[src/rtl/bcd_subtractor_serial.sv]
// bcd_subtractor_serial: digit-serial packed-BCD subtractor, |a-b| plus sign.
// Optional input digit check enabled by defining BCD_CHECK_EN (adds err port).
module bcd_subtractor_serial #(
    parameter int DIGITS = 4
) (
    input  logic                clk,
    input  logic                rst,
    input  logic                in_valid,
    output logic                in_ready,
    input  logic [4*DIGITS-1:0] a,
    input  logic [4*DIGITS-1:0] b,
    output logic                out_valid,
    input  logic                out_ready,
    output logic [4*DIGITS-1:0] diff,
    output logic                neg
`ifdef BCD_CHECK_EN
    ,
    output logic                err
`endif
);

    localparam int W  = 4 * DIGITS;
    localparam int IW = (DIGITS > 1) ? $clog2(DIGITS) : 1;
    localparam logic [IW-1:0] LAST = IW'(DIGITS - 1);

    localparam logic [1:0] IDLE = 2'd0;
    localparam logic [1:0] SUB  = 2'd1;
    localparam logic [1:0] NEG  = 2'd2;
    localparam logic [1:0] DONE = 2'd3;

    logic [1:0]    state;
    logic [W-1:0]  opa;
    logic [W-1:0]  opb;
    logic [W-1:0]  res;
    logic [IW-1:0] idx;
    logic          borrow;
    logic          neg_q;
    logic          bad;

    logic [3:0]    dx;
    logic [3:0]    dy;
    logic [4:0]    t;
    logic [4:0]    tc;
    logic [3:0]    dout;
    logic          bout;

`ifdef BCD_CHECK_EN
    logic          err_q;

    function automatic logic has_bad(input logic [W-1:0] v);
        logic r;
        r = 1'b0;
        for (int i = 0; i < DIGITS; i++) begin
            if (v[4*i +: 4] > 4'd9) r = 1'b1;
        end
        return r;
    endfunction

    assign bad = err_q;
`else
    assign bad = 1'b0;
`endif

    // Shared digit stage: SUB takes a_i - b_i, NEG takes 0 - res_i (ten's complement).
    always_comb begin
        dx = 4'd0;
        dy = 4'd0;
        if (state == SUB) begin
            dx = opa[4*idx +: 4];
            dy = opb[4*idx +: 4];
        end else begin
            dx = 4'd0;
            dy = res[4*idx +: 4];
        end
        t    = {1'b0, dx} - {1'b0, dy} - {4'd0, borrow};
        tc   = t + 5'd10;
        bout = t[4];
        dout = bout ? tc[3:0] : t[3:0];
    end

    // Control FSM and result register, one digit per cycle in SUB and NEG.
    always_ff @(posedge clk) begin
        if (rst) begin
            state  <= IDLE;
            opa    <= '0;
            opb    <= '0;
            res    <= '0;
            idx    <= '0;
            borrow <= 1'b0;
            neg_q  <= 1'b0;
`ifdef BCD_CHECK_EN
            err_q  <= 1'b0;
`endif
        end else begin
            unique case (state)
                IDLE: begin
                    if (in_valid) begin
                        opa    <= a;
                        opb    <= b;
                        idx    <= '0;
                        borrow <= 1'b0;
                        state  <= SUB;
`ifdef BCD_CHECK_EN
                        err_q  <= has_bad(a) | has_bad(b);
`endif
                    end
                end
                SUB: begin
                    res[4*idx +: 4] <= dout;
                    if (idx == LAST) begin
                        idx    <= '0;
                        borrow <= 1'b0;
                        if (bout && !bad) begin
                            state <= NEG;
                        end else begin
                            neg_q <= 1'b0;
                            state <= DONE;
                        end
                    end else begin
                        idx    <= idx + 1'b1;
                        borrow <= bout;
                    end
                end
                NEG: begin
                    res[4*idx +: 4] <= dout;
                    if (idx == LAST) begin
                        idx    <= '0;
                        borrow <= 1'b0;
                        neg_q  <= 1'b1;
                        state  <= DONE;
                    end else begin
                        idx    <= idx + 1'b1;
                        borrow <= bout;
                    end
                end
                DONE: begin
                    if (out_ready) state <= IDLE;
                end
            endcase
        end
    end

    assign in_ready  = (state == IDLE);
    assign out_valid = (state == DONE);

`ifdef BCD_CHECK_EN
    assign diff = err_q ? '0 : res;
    assign neg  = neg_q & ~err_q;
    assign err  = err_q;
`else
    assign diff = res;
    assign neg  = neg_q;
`endif

endmodule

[config.mk]
export PLATFORM = sky130hd
export DESIGN_NAME = bcd_subtractor_serial
export DESIGN_NICKNAME = d
export VERILOG_FILES = /design/src/rtl/bcd_subtractor_serial.sv
export SDC_FILE = /design/constraint.sdc
export NUM_CORES = 1
export LEC_CHECK = 0
export CORE_MARGIN = 2
export CORE_UTILIZATION = 45
export CTS_CLUSTER_DIAMETER = 30
export DETAILED_ROUTE_END_ITERATION = 10
export GPL_TIMING_DRIVEN = 0
export PLACE_DENSITY = 0.71
export SYNTH_ARGS = -nofsm -noshare
export SYNTH_HDL_FRONTEND = slang
export SYNTH_SLANG_ARGS = --single-unit
[constraint.sdc]
create_clock -name clk -period 8.97 [get_ports clk]
set_clock_uncertainty 0.15 [all_clocks]
set_input_delay 1.3455 -clock clk [delete_from_list [all_inputs] [get_ports clk]]
set_output_delay 1.3455 -clock clk [all_outputs]
set_load 0.05 [all_outputs]
# --- Word-level counts from Yosys, hierarchy flattened ---
# Index checks and enable logic that the tools add are counted.
word_totals:
  ff_bits: 54
  output_inout_bits: 19
  elab_cells: 54
classes:
  n_addsub: 5
  n_eq_ne: 9
  n_shift: 5
  mux: 20
  n_reduce_logical: 8
op_table:
  columns: ["cell", "n"]
  rows:
  - ["variable part select 16 x 5 -> 4 bit", 3]
  - ["negator 4 -> 34 bit", 1]
  - ["variable shift 4 x 34 -> 16 bit (first input constant)", 1]
  - ["variable part select 4 x 34 -> 16 bit", 1]
  - ["bitwise mux 16 bit", 1]
  - ["2-to-1 mux 2 bit", 6]
  - ["2-to-1 mux 4 bit", 3]
  - ["case mux 2 bit (4 select lines)", 1]
  - ["AND reduction 4 bit", 2]
  - ["== test 2 bit (second input constant)", 3]
  - ["2-to-1 mux 1 bit", 6]
  - ["inequality test 2 bit (second input constant)", 3]
  - ["subtractor 4 x 4 -> 5 bit", 1]
  - ["subtractor 5 x 1 -> 5 bit", 1]
  - ["adder 4 bit (second input constant)", 1]
  - ["inequality test 2 x 1 -> 1 bit (second input constant)", 2]
  - ["case mux 1 bit (2 select lines)", 2]
  - ["case mux 2 bit (2 select lines)", 1]
  - ["AND reduction 2 bit", 2]
  - ["nonzero test 2 bit", 2]
  - ["adder 2 x 1 -> 2 bit (second input constant)", 1]
  - ["== test 2 x 1 -> 1 bit (second input constant)", 1]
  - ["zero test 2 bit", 1]
  - ["OR reduction 2 bit", 1]

# --- Depth between registers and ports, before layout ---
depth:
  word_depth: 8
  ltp_mapped: 15
  mapped_depth_nobuf: 13

# --- Worst setup path before layout ---
# No wires, ideal clock.
synth_path:
  kind: "reg2reg"
  start: "reg state[1]"
  end: "reg res[7] (netlist: diff[7])"
  arrival_time_ns: 3.495
  slack_ns: 5.195
  path_stages_with_launch: 15
  n_path_buf: 2
  synth_period_minus_slack_ns: 3.775
  cell_sequence: "dfxtp_1 -> inv_1 -> ha_1 -> clkbuf_1 -> buf_1 -> mux4_2 -> nand2_1 -> nand2_1 -> fa_1 -> fa_1 -> inv_1 -> ha_1 -> o31ai_1 -> xor2_2 -> o31ai_2"
synth_via:
  elab_chain_len: 8
  elab_cells_between_ends: 11
  classes_between: "add/sub: 3; eq/ne: 2; shift: 1; mux: 4; reduce/logical: 1"
synth_lines:
  columns: ["item", "line", "source"]
  rows:
  - ["from (decl)", "31", "logic [1:0] state;"]
  - ["from (signal assigned)", "84", "state <= IDLE;"]
  - ["from (signal assigned)", "102", "state <= SUB;"]
  - ["from (signal assigned)", "114", "state <= NEG;"]
  - ["== test 2 x 1 -> 1 bit", "68, 95", null]
  - ["2-to-1 mux 4 bit", "68", "if (state == SUB) begin"]
  - ["subtractor 4 x 4 -> 5 bit", "75", "t = {1'b0, dx} - {1'b0, dy} - {4'd0, borrow};"]
  - ["subtractor 5 x 1 -> 5 bit", "75", null]
  - ["adder 4 bit", "76", "tc = t + 5'd10;"]
  - ["2-to-1 mux 4 bit", "78", "dout = bout ? tc[3:0] : t[3:0];"]
  - ["variable part select 4 x 34 -> 16 bit", "109, 125", null]
  - ["bitwise mux 16 bit", "109, 125", null]
  - ["to (signal, indexed assignment)", "109", "res[4*idx +: 4] <= dout;"]
  - ["to (signal, indexed assignment)", "125", "res[4*idx +: 4] <= dout;"]
  - ["to (decl)", "34", "logic [W-1:0] res;"]
# Several ways; a longest one is shown, not always the timed one.
# A chain may end at the register's enable or synchronous reset.

# --- Final worst setup path ---
layout_path:
  start: "reg state[1]"
  end: "reg res[15] (netlist: diff[15])"
# Same word-level chain as after synthesis.

==> results.yml <==
layout:
  regArea_um2: 1080
  fillCellCount: 567
  fin_cells: 454
  antenna_cells: 0
  multi_input_area_um2: 1550
  synthToLayoutAreaGrowth_pct: 26.2
  fin_util_pct: 58.6
  drive_gt1_share_pct: 7.92
  fin_area_um2: 3470
  fin_nets: 431
power_and_ir_drop:
  pwr-share-comb_pct: 59.5
  vdd_drop_max_mv: 0.276
  leakage_nw: 1.29
  p_per_area_nw_per_um2: 318
  finalPower_mw: 1.10
  power_frac_clock_pct: 12.2
  p_sw_mw: 0.501
  seqPwrFrac_pct: 28.3
  power.internal_mw: 0.602
  p_sw_share_pct: 45.4
synthesis:
  syn-mean-instance-area_um2: 8.68
  yosys-top-cells-area: "dfxtp_1 39%, nand2_1 14%, mux4_2 9.0%, a21oi_1 8.0%, ha_1 6.8%"
  ys_seq_area_share_pct: 39.3
  ys_types: 41
  synth_area_um2: 2750
  synth_seq_cells: 54
  synth_top_area_cell: "dfxtp_1"
  synthCells: 317
  syn_nets: 370
  yosysWarnings: 0
  synth_top_area_share_pct: 39.3
place:
  io_buffers: 54
  placed_area_um2: 3390
  dp_hpwl_mm: 5.23
  place_congestion: 0.936
  dp.cells: 446
  dp_slack_ns: 4.53
detailed_routing:
  via_count: 2377
  wl_met1_mm: 3.05
  via_per_inst: 5.24
  wirelength_mm: 6.78
  wl_met3_um: 415
  drt_pass1_iterations: 5
  antenna_left: 0
  dr_wl_met2_mm: 3.23
  wl_per_cell_um: 14.9
  drc: 0
  drt_iter0_markers: 203
  highest_layer: "met4"
grt:
  antenna_found_initial: 0
  grt_max_degree: 17
  track_usage_pct: 22.2
  grt_pass1_wl_mm: 11.2
  grt_overflow_total: 0
  grt_pass1_vias: 2256
sta:
  fin_ws_ns: 4.52
  final-max-slew-violation-count: 0
  rsz0062_at_grt: "false"
  hold_ws_ns: 0.307
  relSlewSlack_pct: 58.8
  hold_viol: 0
  fmax_mhz: 225
  setup_viol: 0
  tightestPinTransition_ns: 0.619
  setup_tns_ns: 0
  min_period_ns: 4.45
  fin_crit_sh_pct: 49.6
run_status:
  outcome: "finished clean"
clocking:
  clkTransAtPathRegs_ns: 0.09
  cts_repair_resize_count: 0
  numCtsBuffers: 5
  h-tree-depth: 2
  clock_path_buffers: 2
  clock_latency_ns: 0.31
  post_cts_buffers: 0
  cts.sinks: 54
  clock-root-buffer: "clkbuf_8"
  cts_tree: "built"
  postCtsHoldBufs: 0
flow_run:
  maxCapViolations: 0
worst_hold_path:
  hold-path-cell-count: 2
  hold_class: "reg -> reg"
setup_path:
  endpoint_kind: "flop"
  crit_fanout: 10
  ff2ff_path_depth: 14
  worstSetupPathType: "reg -> reg"
  worstPathArrival_ns: 4.48
  cp.required_ns: 9.01
  startpoint_type: "flop"
die:
  die_w_um: 82.2
  io-pin-count: 55
  start_util_pct: 46.5
  fp.dieH_um: 82.2
  row_count: 28
  die_area_um2: 6760
  coreArea_um2: 5920
[power by group through the flow]
stage	combinational [mW]	sequential (mW)	clock [mW]
floorplan	0.474	0.334	0
global placement	0.644	0.317	0
detailed placement	0.653	0.319	0
CTS	0.658	0.313	0.138
global route	0.731	0.318	0.148
finish	0.657	0.312	0.135
[path summary, 6_finish.rpt]
path,start,end,slack [ns]
setup / recovery,state[1],diff[15],4.52
hold / removal,opa[9],opa[9],0.31
setup reg to reg,state[1],diff[15],4.52
hold reg to reg,opa[9],opa[9],0.31
[worst max-delay path, cell delays in order, from the launching register on]
cell and delay, ns:
dfxtp_1 0.35, inv_1 0.08, ha_1 0.13, clkbuf_1 0.38, buf_1 0.49, mux4_2 0.38, nand2_1 0.08, nand2_1 0.08
fa_1 0.46, fa_1 0.60, inv_1 0.06, ha_1 0.20, o31ai_1 0.40, xor2_2 0.35, o31ai_1 0.11
[state kept, by name, indices dropped and copies added, names as in the netlist]
name / flops
idx: 2
state: 2
borrow: 1
opb: 16
diff: 16
neg: 1
opa: 16
[cells in the final DEF (no fill, tap or decap), types with 3 or more instances in the layout]
cell type / netlist / layout
buf_1: 6 / 6
dfxtp_1: 54 / 54
nand2b_1: 3 / 3
nand3b_1: 3 / 3
inv_1: 9 / 9
a21oi_1: 44 / 44
nand2_1: 99 / 99
o31ai_1: 9 / 9
o21ai_0: 3 / 3
mux4_2: 11 / 11
ha_1: 15 / 15
clkdlybuf4s50_1: 0 / 54
clkbuf_8: 0 / 5
nor2_1: 14 / 14
clkbuf_1: 12 / 13
[kinds of logic (layout without fill, tap and decap cells)]
kind of cell | count (synthesis) | in the layout | synth area share, %
simple gates | 130 | 130 | 20.1
compound gates | 64 | 64 | 13.8
flops | 54 | 54 | 39.3
buf+inv | 31 | 93 | 4.55
fa+ha+maj | 17 | 17 | 8.28
mux | 14 | 14 | 10.7
xor+xnor | 7 | 7 | 3.27
[metal layers]
metal,track usage (%),vias up
met1,31.0,1101
met2,35.5,72
li1,-,1196
met4,6.83,0
met3,3.59,8
met5,0,-
[cell type report]
cell class                      instances  area share (%)
Multi-Input combinational cell        232            44.5
Sequential cell                        54            31.1
Inverter                               11            1.19
Clock inverter                          2           0.396
Clock buffer                            6            2.09
Buffer                                 20            2.41
Timing Repair Buffer                   54            15.6
Tap cell                               75            2.70
[synthesized netlist by cell type]
master,instances
nor2b_1,1
nand3_2,1
o221a_2,1
a2bb2oi_1,1
a211oi_1,1
and2_1,1
dfxtp_1,54
buf_6,1
or4b_1,1
o31ai_2,2
buf_1,6
nand2_1,99
o31ai_1,9
a32oi_1,1
clkbuf_1,12
xnor2_1,2
inv_2,2
buf_2,1
inv_1,9
nand2b_1,3
and4b_1,1
o21ai_0,3
mux4_1,1
xor2_1,2
mux2i_1,2
nand3b_1,3
nor3b_1,1
a21oi_2,1
nand4_1,2
o21a_1,1
xnor2_2,1
xnor3_1,1
a21oi_1,44
nor4_1,1
xor2_2,1
nand3b_2,1
fa_1,2
or4_1,1
nor2_1,14
mux4_2,11
ha_1,15
Power figures use the tool's default switching activity.
